**src/rtl/wb_pkg.sv**
```systemverilog
// Shared Wishbone definitions for the round-robin arbiter and its picker.
package wb_pkg;

    localparam int WB_ADR_W = 30;
    localparam int WB_DAT_W = 32;
    localparam int WB_SEL_W = 4;

    typedef enum logic {
        ST_IDLE = 1'b0,
        ST_BUSY = 1'b1
    } wb_state_e;

    // Lowest bit index of master idx's field in a flattened per-master bus.
    function automatic int slice_lo(input int idx, input int width);
        return idx * width;
    endfunction

endpackage

```
**src/rtl/wb_rr_arbiter_rr_pick.sv**
```systemverilog
// Combinational round-robin picker. The request vector is doubled and the
// bits below rr_ptr are masked off. The lowest remaining bit is the first
// requester at or above rr_ptr, with wrap-around. Folding the two halves
// together gives a one-hot result in master index space.
module rr_pick #(
    parameter int NUM_MASTERS = 2,
    parameter int PTR_W       = $clog2(NUM_MASTERS)
) (
    input  logic [NUM_MASTERS-1:0] req,
    input  logic [PTR_W-1:0]       rr_ptr,
    output logic [NUM_MASTERS-1:0] pick
);

    localparam int DW = 2 * NUM_MASTERS;

    logic [DW-1:0] req_dbl;
    logic [DW-1:0] keep_mask;
    logic [DW-1:0] masked;
    logic [DW-1:0] lowest;

    // Mask below the pointer, isolate the lowest set bit, fold to one-hot.
    always_comb begin
        req_dbl   = {req, req};
        keep_mask = ~((DW'(1) << rr_ptr) - DW'(1));
        masked    = req_dbl & keep_mask;
        lowest    = masked & (~masked + DW'(1));
        pick      = lowest[NUM_MASTERS-1:0] | lowest[DW-1:NUM_MASTERS];
    end

endmodule

```
**src/rtl/wb_rr_arbiter.sv**
```systemverilog
// Round-robin arbiter that shares one Wishbone memory port between
// NUM_MASTERS masters. A per-transaction ack timeout stops a missing slave
// ack from hanging the bus.
//
// state   | meaning
// --------+-----------------------------------------------------------
// ST_IDLE | no owner; arbitrate among pending m_cyc and register grant
// ST_BUSY | owner drives the shared port; leave on ack, abort or timeout
module wb_rr_arbiter
    import wb_pkg::*;
#(
    parameter int NUM_MASTERS    = 2,
    parameter int TIMEOUT_CYCLES = 64,
    parameter int CNT_W          = 8
) (
    input  logic                            clk,
    input  logic                            reset,
    input  logic [NUM_MASTERS*WB_ADR_W-1:0] m_adr,
    input  logic [NUM_MASTERS*WB_DAT_W-1:0] m_dat,
    input  logic [NUM_MASTERS*WB_SEL_W-1:0] m_sel,
    input  logic [NUM_MASTERS-1:0]          m_we,
    input  logic [NUM_MASTERS-1:0]          m_cyc,
    output logic [WB_DAT_W-1:0]             m_rdt,
    output logic [NUM_MASTERS-1:0]          m_ack,
    output logic [NUM_MASTERS-1:0]          m_err,
    output logic [WB_ADR_W-1:0]             s_adr,
    output logic [WB_DAT_W-1:0]             s_dat,
    output logic [WB_SEL_W-1:0]             s_sel,
    output logic                            s_we,
    output logic                            s_cyc,
    input  logic [WB_DAT_W-1:0]             s_rdt,
    input  logic                            s_ack,
    output logic [NUM_MASTERS-1:0]          grant
);

    localparam int PTR_W = (NUM_MASTERS > 1) ? $clog2(NUM_MASTERS) : 1;
    localparam logic [CNT_W-1:0] TO_LAST =
        (TIMEOUT_CYCLES > 0) ? CNT_W'(TIMEOUT_CYCLES - 1) : '0;

    wb_state_e              state_q, state_d;
    logic [NUM_MASTERS-1:0] grant_q, grant_d;
    logic [NUM_MASTERS-1:0] pick;
    logic [NUM_MASTERS-1:0] err_d;
    logic [PTR_W-1:0]       rr_ptr_q, rr_ptr_d;
    logic [PTR_W-1:0]       owner_idx;
    logic [PTR_W-1:0]       ptr_after;
    logic [CNT_W-1:0]       cnt_q, cnt_d;
    logic                   owner_cyc;
    logic                   timeout_hit;

    rr_pick #(
        .NUM_MASTERS (NUM_MASTERS),
        .PTR_W       (PTR_W)
    ) u_rr_pick (
        .req    (m_cyc),
        .rr_ptr (rr_ptr_q),
        .pick   (pick)
    );

    // Owner index from the one-hot grant, and the pointer value after it.
    always_comb begin
        owner_idx = '0;
        for (int i = 0; i < NUM_MASTERS; i++) begin
            if (grant_q[i]) begin
                owner_idx = PTR_W'(i);
            end
        end
        ptr_after   = (owner_idx == PTR_W'(NUM_MASTERS - 1)) ? '0 : owner_idx + PTR_W'(1);
        owner_cyc   = |(m_cyc & grant_q);
        timeout_hit = (TIMEOUT_CYCLES > 0) && (cnt_q == TO_LAST);
    end

    // Next state: arbitrate in IDLE; in BUSY leave on ack, abort or timeout.
    // Ack has priority, so an ack on the timeout cycle raises no error.
    always_comb begin
        state_d  = state_q;
        grant_d  = grant_q;
        rr_ptr_d = rr_ptr_q;
        cnt_d    = cnt_q;
        err_d    = '0;
        case (state_q)
            ST_IDLE: begin
                if (|m_cyc) begin
                    state_d = ST_BUSY;
                    grant_d = pick;
                    cnt_d   = '0;
                end
            end
            ST_BUSY: begin
                if (s_ack || !owner_cyc || timeout_hit) begin
                    state_d  = ST_IDLE;
                    grant_d  = '0;
                    rr_ptr_d = ptr_after;
                    if (!s_ack && owner_cyc) begin
                        err_d = grant_q;
                    end
                end else if (TIMEOUT_CYCLES > 0) begin
                    cnt_d = cnt_q + CNT_W'(1);
                end
            end
            default: begin
                state_d = ST_IDLE;
                grant_d = '0;
            end
        endcase
    end

    // State, grant, pointer, timeout counter and error pulse registers.
    always_ff @(posedge clk or posedge reset) begin
        if (reset) begin
            state_q  <= ST_IDLE;
            grant_q  <= '0;
            rr_ptr_q <= '0;
            cnt_q    <= '0;
            m_err    <= '0;
        end else begin
            state_q  <= state_d;
            grant_q  <= grant_d;
            rr_ptr_q <= rr_ptr_d;
            cnt_q    <= cnt_d;
            m_err    <= err_d;
        end
    end

    // Shared-port mux and ack routing. Both follow grant_q, which reset
    // clears at once, so the port goes quiet at once too.
    always_comb begin
        s_adr = '0;
        s_dat = '0;
        s_sel = '0;
        s_we  = 1'b0;
        s_cyc = 1'b0;
        if (state_q == ST_BUSY) begin
            for (int i = 0; i < NUM_MASTERS; i++) begin
                if (grant_q[i]) begin
                    s_adr = m_adr[slice_lo(i, WB_ADR_W) +: WB_ADR_W];
                    s_dat = m_dat[slice_lo(i, WB_DAT_W) +: WB_DAT_W];
                    s_sel = m_sel[slice_lo(i, WB_SEL_W) +: WB_SEL_W];
                    s_we  = m_we[i];
                    s_cyc = m_cyc[i];
                end
            end
        end
        m_ack = grant_q & {NUM_MASTERS{s_ack}};
        m_rdt = s_rdt;
        grant = grant_q;
    end

endmodule

```
**config.mk**
```make
export PLATFORM = sky130hd
export DESIGN_NAME = wb_rr_arbiter
export DESIGN_NICKNAME = d
export VERILOG_FILES = /design/src/rtl/wb_pkg.sv /design/src/rtl/wb_rr_arbiter_rr_pick.sv /design/src/rtl/wb_rr_arbiter.sv
export SDC_FILE = /design/constraint.sdc
export NUM_CORES = 1
export LEC_CHECK = 0
export ABC_AREA = 1
export CORE_AREA = 2 2 107 109
export CTS_CLUSTER_DIAMETER = 50
export CTS_CLUSTER_SIZE = 28
export DETAILED_ROUTE_END_ITERATION = 8
export DIE_AREA = 0 0 109 111
export GPL_TIMING_DRIVEN = 0
export MAX_ROUTING_LAYER = met4
export PLACE_DENSITY = 0.71
export SYNTH_ARGS = -nofsm -noshare
export SYNTH_HDL_FRONTEND = slang
export SYNTH_SLANG_ARGS = --single-unit
```
**constraint.sdc**
```tcl
create_clock -name clk -period 2.84 [get_ports clk]
set_input_delay 0.426 -clock clk [delete_from_list [all_inputs] [get_ports clk]]
set_output_delay 0.426 -clock clk [all_outputs]
set_load 0.01 [all_outputs]
```
==> metrics.md, run 1 <==
| Metric | Value |
|---|---|
| Core area | `0.0111 mm²` |
| Critical path class | `flop to output pin` |
| Fill count | `1,144` |
| Startpoint types | `flop` |
| GRT Residual Overflow | `0` |
| Non-filler cells, final | `745` |
| Worst-path clk slew | `0.04 ns` |
| Tcrit/Tclk final | `91.0%` |
| Most frequent cell after synthesis | `nand2_1` |
| # rows | `39` |
| TritonCTS buffer count | `3` |
| Slew HR | `63.0%` |
| Data required, critical path | `roughly 2.4 ns` |
| Height of the die | `111 µm` |
| Worst path slowest cell | `clkdlybuf4s50_1` |
| Hold_buf cts | `0` |
| Clk_skew | `0.000762 ns` |
| Clock Path Buffers | `2` |
| Clock sinks | `14` |
| Layout cell share with drive strength beyond 1 | `11.8%` |
| Post-Syn Nets | `527` |
| Fmax | `387 MHz` |
| Crit path cell chain | `buf_2 > clkbuf_1 > nand2_1 > a21oi_2 > clkdlybuf4s50_1` |
| Post-cts gate resize count | `0` |
| Crit. End Element | `output pin` |
| Post-synth top cells | `nand2_1, a21oi_1, buf_4, dfrtp_1, nand3_1` |
| Port bufs | `244` |
| Post-Syn Area per Cell | `around 5.7 µm²` |
| Drt drc | `0` |
| Via-to-Cell Ratio | `around 4.3` |
| Synth Cell Area | `0.00203 mm²` |
| Synthesized netlist cell count | `around 360` |
| Crit path time final | `2.58 ns` |
| Worst VDD drop | `~0.00033 V` |
| Max Transition Viols Final | `0` |
| First-pass GRT wire length | `16.4 mm` |
| Initial DRT Pass Iterations | `4` |
| Simple-gate area share of the yosys netlist | `38.0%` |
| Mux contribution to synthesized area | `0%` |
| Yosys Warn Count | `0` |
| Cell taking the most area after synthesis | `nand2_1` |
| Worst path max stage delay | `0.60 ns` |
| Hold crit path type | `flop to flop` |
| Endpoints failing hold | `0` |
| Max-cap viol count | `0` |
| Number of flops mapped to enable cells by yosys | `0` |
| XOR/XNOR share of the synthesized area | `2.16%` |
| Number of antenna-violating nets in the routed design | `0` |
| Cells after DPL | `around 740` |
| Largest net degree at the start of global routing | `15` |
| Post-placement cell area | `0.00465 mm²` |
| Routed via count | `3,182` |
| Starting Density | `18.3%` |
| RSZ-0062 raised after global routing | `false` |
| Crit path max-delay family | `buffers and inverters` |
| Yosys cell types | `26` |
| GRT Overall Usage | `17.6%` |
| LEAKAGE | `1.93 nW` |
| DP HPWL | `9.45 mm` |
| Seq cells post-synth | `14` |
| Synth top area cells | `nand2_1, dfrtp_1, a21oi_1` |
| Worst hold slack | `approximately 0.50 ns` |
| Post-Synth Adder-Cell Area | `0.616%` |
| Worst-path maximum fanout | `10` |
| Final instance area | `0.00473 mm²` |
| Post-route setup TNS | `0 ns` |
| Worst slew pin tran | `around 0.55 ns` |
| Clock latency on the worst-skew pair | `0.24 ns` |
| Post-synthesis compound-gate area fraction | `20.6%` |
| Antenna cells | `0` |
| Outcome | `completed` |
| Final wirelength | `between 10 and 15 mm` |
| Vias in the first global route | `3,160` |
| WP data arrival | `2.16 ns` |
| Max H-tree Level | `1` |
| Initial antenna violation count | `0` |
| Power Total | `2.68 mW` |
| CP bufs+invs | `3` |
| Top FF cell, synth | `dfrtp_1` |
| Combinational family with the most area after synthesis | `simple AND/OR/NAND/NOR gates` |
| Synth top area share | `31.1%` |
| DR iter-0 viols | `143` |
| Seq/Total Area, Yosys | `between 10% and 20%` |
| Pwr Density | `567 mW/mm²` |
| Die ar. | `0.0121 mm²` |
| Synth async-reset ratio | `100%` |
| Routed WL per cell | `15.2 µm` |
| Setup bufs post-CTS | `0` |
| Setup-failing EPs final | `0` |
| Layout area overhead | `133%` |
| Die Wd | `109 µm` |
| Nets | `between 700 and 800` |
| CTS root buf | `clkbuf_16` |
| GP Congestion | `0.863` |
| IO Count | `277` |
| CTS tree | `done` |
## state kept, by name (all words and copies together) (netlist names)
register and count:
rr_ptr_q 1, grant 2, m_err 2, state_q 1, cnt_q 8
## layout by cell type (no fill, tap or decap), drive strengths merged
cell type and instances:
nand4 1, ha 1, xor2 4, clkdlybuf4s50 244
a21oi 68, clkbuf 11, clkinv 1, inv 13
dfrtp 14, buf 48, nand3 15, nand2 170
a21o 1, o21a 1, nor2 7, xnor2 1
o21ai 2
## report_power, final
part	leakage (nW)	switching (mW)	internal, mW	total [mW]
logic	1.71	1.11	1.03	2.15
clock network	0.0370	0.0754	0.184	0.259
registers	0.188	0.0407	0.235	0.276
total	1.93	1.23	1.45	2.68
## routing by layer
layer  up-vias  part of all wire [%]  track usage [%]
li1       1588                     -                -
met1      1456                    39             19.8
met2       126                    52             32.5
met3        12                   7.4             2.88
met4         0                   1.6             2.82
met5         -                     0                -
## per-stage QoR
step,util [%],setup WS (ns)
detailed placement,42.0,0.373
floorplan,-,1.24
global placement,42.0,0.361
global route,42.7,0.0890
finish,42.7,0.257
CTS,42.7,0.0963
## worst paths after layout
| kind | startpoint | to | slack [ns] | cells after the start |
|---|---|---|---|---|
| worst min register to register | rr_ptr_q | rr_ptr_q | 0.50 | 2 |
| worst max register to register | cnt_q[0] | cnt_q[0] | 1.42 | 8 |
| min in group asynchronous | reset | cnt_q[0] | 0.53 | 2 |
| max in group asynchronous | reset | m_err[0] | 1.94 | 2 |
| worst min-delay path | rr_ptr_q | rr_ptr_q | 0.50 | 2 |
| worst max-delay path | grant[1] | s_adr[12] | 0.26 | 5 |
## cells by family (layout without fill, tap and decap cells)
| logic type | after synthesis | after routing |
|---|---|---|
| compound gates | 72 | 72 |
| xor+xnor | 5 | 5 |
| fa+ha+maj | 1 | 1 |
| buf+inv | 70 | 317 |
| flops | 14 | 14 |
| simple gates | 193 | 193 |
## worst register-to-register path, stage by stage (launching register included)
cell      delay [ns]
dfrtp_1         0.40
ha_1            0.24
nand3_1         0.15
inv_1           0.05
nand2_1         0.12
nand3_4         0.16
clkinv_4        0.12
nand2_1         0.06
nand2_1         0.06
## cell type report
type | instances | area, µm² | share of cell area (%)
Buffer | 56 | 379 | 8.02
Multi-Input combinational cell | 271 | 1240 | 26.3
Sequential cell | 14 | 350 | 7.41
Tap cell | 143 | 179 | 3.78
Clock buffer | 3 | 75.1 | 1.59
Inverter | 14 | 57.6 | 1.22
Timing Repair Buffer | 244 | 2440 | 51.7
Power figures use the tool's default switching activity.
==> run 2: changes to the inputs <==
CORE_AREA = 2 2 106 108   (was 2 2 107 109)
DIE_AREA = 0 0 108 110   (was 0 0 109 111)
PLACE_DENSITY = 0.74   (was 0.71)
clock period = 2.3 ns   (was 2.84 ns; I/O delays follow)
==> run 2 against run 1 <==
Clock power is 23% lower. First-iteration DRC count up 2.8%. Combinational power grew 20%. Design area increased by 0.24%. Non-clock buffer count up 3. Die area fell by 1.8%. Critical endpoint is now s_adr[7]. Largest power group unchanged. Highest routed layer unchanged.
==> metrics.md, run 2 (synthesis gave the netlist of run 1 again) <==
| Metric | Value |
|---|---|
| Clock Path Buffers | `2 (unchanged)` |
| Final wirelength | `11.8 mm (+4.5%)` |
| Number of antenna-violating nets in the routed design | `0 (unchanged)` |
| Crit. End Element | `output pin` |
| Net Sw Frac | `49.4% (+3.6 points)` |
| Fmax | `between 400 and 500 MHz` |
| Worst slack, placed | `-0.0328 ns (-0.406 ns)` |
| Via-to-Cell Ratio | `4.29 (+0.35%)` |
| Largest net degree at the start of global routing | `15 (unchanged)` |
| Routed via count | `3,193 (+0.35%)` |
| Clock power share | `6.4% (-3.3 points)` |
| RSZ-0062 raised after global routing | `false` |
| Setup-failing EPs final | `0 (unchanged)` |
| Core area | `0.0107 mm² (-3.4%)` |
| Most common cell after layout, fill and taps aside | `clkdlybuf4s50_1` |
| Max Transition Viols Final | `0 (unchanged)` |
| Die Wd | `108 µm (-0.92%)` |
| Vias in the first global route | `2,940 (-7.0%)` |
| Data required, critical path | `1.96 ns (-0.45 ns)` |
| Max-cap viol count | `0 (unchanged)` |
| CTS root buf | `clkbuf_8` |
| Die ar. | `0.0119 mm² (-1.8%)` |
| Starting Density | `19.0% (+0.65 points)` |
| Antenna cells | `0 (unchanged)` |
| TritonCTS buffer count | `3 (unchanged)` |
| WP data arrival | `1.85 ns (-0.31 ns)` |
| Worst setup margin | `0.102 ns (-0.155 ns)` |
| GRT Overall Usage | `18.0% (+0.38 points)` |
| Largest register by flop count | `cnt_q` |
| Hold crit path type | `input port to async pin` |
| First-pass GRT wire length | `16.2 mm (-1.3%)` |
| Int Pwr | `1.58 mW (+8.8%)` |
| Initial DRT Pass Iterations | `4 (unchanged)` |
| Switch Pwr | `1.54 mW (+26%)` |
| GP Congestion | `0.958 (+11%)` |
| Crit path cell chain | `buf_6 > nor2_4 > buf_8 > buf_4 > buf_6 > nand2_1 > a21oi_1 > clkdlybuf4s15_1` |
| CTS tree | `done` |
| Power Total | `3.12 mW (+16%)` |
| Worst hold slack | `0.442 ns (-0.0583 ns)` |
| Crit path time final | `2.20 ns` |
| Slew HR | `63.9% (+0.88 points)` |
| Crit path max-delay family | `buffers and inverters` |
| DP HPWL | `9.65 mm (+2.2%)` |
| Routed WL per cell | `15.9 µm (+4.5%)` |
| Max reg flops | `8 (unchanged)` |
| Pwr Density | `659 mW/mm² (+16%)` |
| LEAKAGE | `2.55 nW (+32%)` |
| Outcome | `completed` |
| Post-placement cell area | `0.00465 mm² (about the same)` |
| Tcrit/Tclk final | `95.6%` |
| Worst slew pin tran | `0.541 ns (-0.0133 ns)` |
| Layout cell share with drive strength beyond 1 | `14.2% (+2.4 points)` |
| Clock sinks | `14 (unchanged)` |
| Worst path slowest cell | `dfrtp_1` |
| Max H-tree Level | `1 (unchanged)` |
| Critical path class | `flop to output pin` |
| Final instance area | `0.00474 mm² (+0.24%)` |
| Port bufs | `244 (unchanged)` |
| Util after Layout | `44.3% (+1.6 points)` |
| CP bufs+invs | `5 (+2)` |
| Non-filler cells, final | `745 (unchanged)` |
| Cell repeated most along the worst path | `buf_6` |
| Post-route setup TNS | `0 ns (unchanged)` |
| Drt drc | `0 (unchanged)` |
| # rows | `38 (-2.6%)` |
| Startpoint types | `flop` |
| Cells after DPL | `739 (-0.40%)` |
| Clock latency on the worst-skew pair | `0.24 ns (about the same)` |
| Most frequent cells in the layout | `clkdlybuf4s50_1, nand2_1, a21oi_1` |
| Initial antenna violation count | `0 (unchanged)` |
| IO Count | `277 (unchanged)` |
| Logic gate share of total power | `82.7% (+2.7 points)` |
| Height of the die | `110 µm (-0.90%)` |
| Layout area overhead | `133%` |
| Nets | `779 (+0.39%)` |
| Worst-path clk slew | `0.06 ns (+0.02 ns)` |
| Worst-path maximum fanout | `10 (unchanged)` |
| DR iter-0 viols | `147 (+2.8%)` |
| Worst path max stage delay | `0.40 ns (-0.20 ns)` |
| Endpoints failing hold | `0 (unchanged)` |
| Flop pwr share | `11.0% (+0.7 points)` |
| GRT Residual Overflow | `0 (unchanged)` |
| Clk_skew | `0.00239 ns (+0.00163 ns)` |
| Worst VDD drop | `0.000404 V (+23%)` |
## run 2: cell types whose count changed in the layout (fill, tap and decap cells not counted), moves of 2 or more
cell / delta
clkdlybuf4s50_1: -68
clkbuf_16: -3
buf_2: -5
buf_6: +2
clkbuf_1: -3
clkbuf_2: +10
dlymetal6s2s_1: +28
buf_4: +6
dlygate4sd2_1: +31
clkbuf_8: +3
## run 2: timing repair
| action | CTS | global route |
|---|---|---|
| setup buffers | 0 | 3 |
| hold endpoints to repair | 0 | 0 |
| endpoints found under the setup margin | 68 | 34 |
| gates resized for setup | 46 | 58 |
| pin swaps | 0 | 1 |
| cloned | 0 | 0 |
| hold buffers | 0 | 0 |
## run 2: final timing paths
check / slack, ns / to / cells after the start / from
setup / recovery: 0.10 / s_adr[7] / 8 / grant[1]
hold / removal: 0.44 / cnt_q[1] / 2 / reset
setup reg to reg: 0.85 / cnt_q[3] / 8 / cnt_q[0]
hold reg to reg: 0.50 / rr_ptr_q / 2 / rr_ptr_q
max in group asynchronous: 1.47 / grant[0] / 2 / reset
min in group clk: 0.50 / rr_ptr_q / 2 / rr_ptr_q
## run 2: worst register-to-register path: stages (launching register included)
cell      delay [ns]
dfrtp_1         0.40
ha_1            0.23
nand3_1         0.16
inv_1           0.07
nand2_1         0.12
nand3_4         0.16
clkinv_4        0.12
nand2_1         0.06
nand2_1         0.07
## run 2: power by group through the flow
stage / sequential (mW) / combinational, mW / clock (mW)
after detailed placement: 0.343 / 2.69 / 0
after CTS: 0.339 / 2.59 / 0.203
after floorplan: 0.337 / 1.28 / 0
after global placement: 0.341 / 2.67 / 0
after global routing: 0.349 / 2.80 / 0.215
final: 0.343 / 2.58 / 0.199
## run 2: per-layer routing
layer  track usage [%]  vias to the layer above  share of wire, %
met5                 -                        -                 0
met4              3.66                        0               1.8
met3              3.17                       18               7.8
met2              31.4                      138                50
met1              21.9                     1443                40
li1                  -                     1594                 -
## run 2: layout make-up
type | count | area, µm²
buffer | 56 | 413
clock buffer | 3 | 41.3
fill | 1069 | 5960
inverter | 14 | 57.6
multi-input combinational | 271 | 1240
sequential | 14 | 352
tap | 140 | 175
timing repair buffer | 247 | 2460
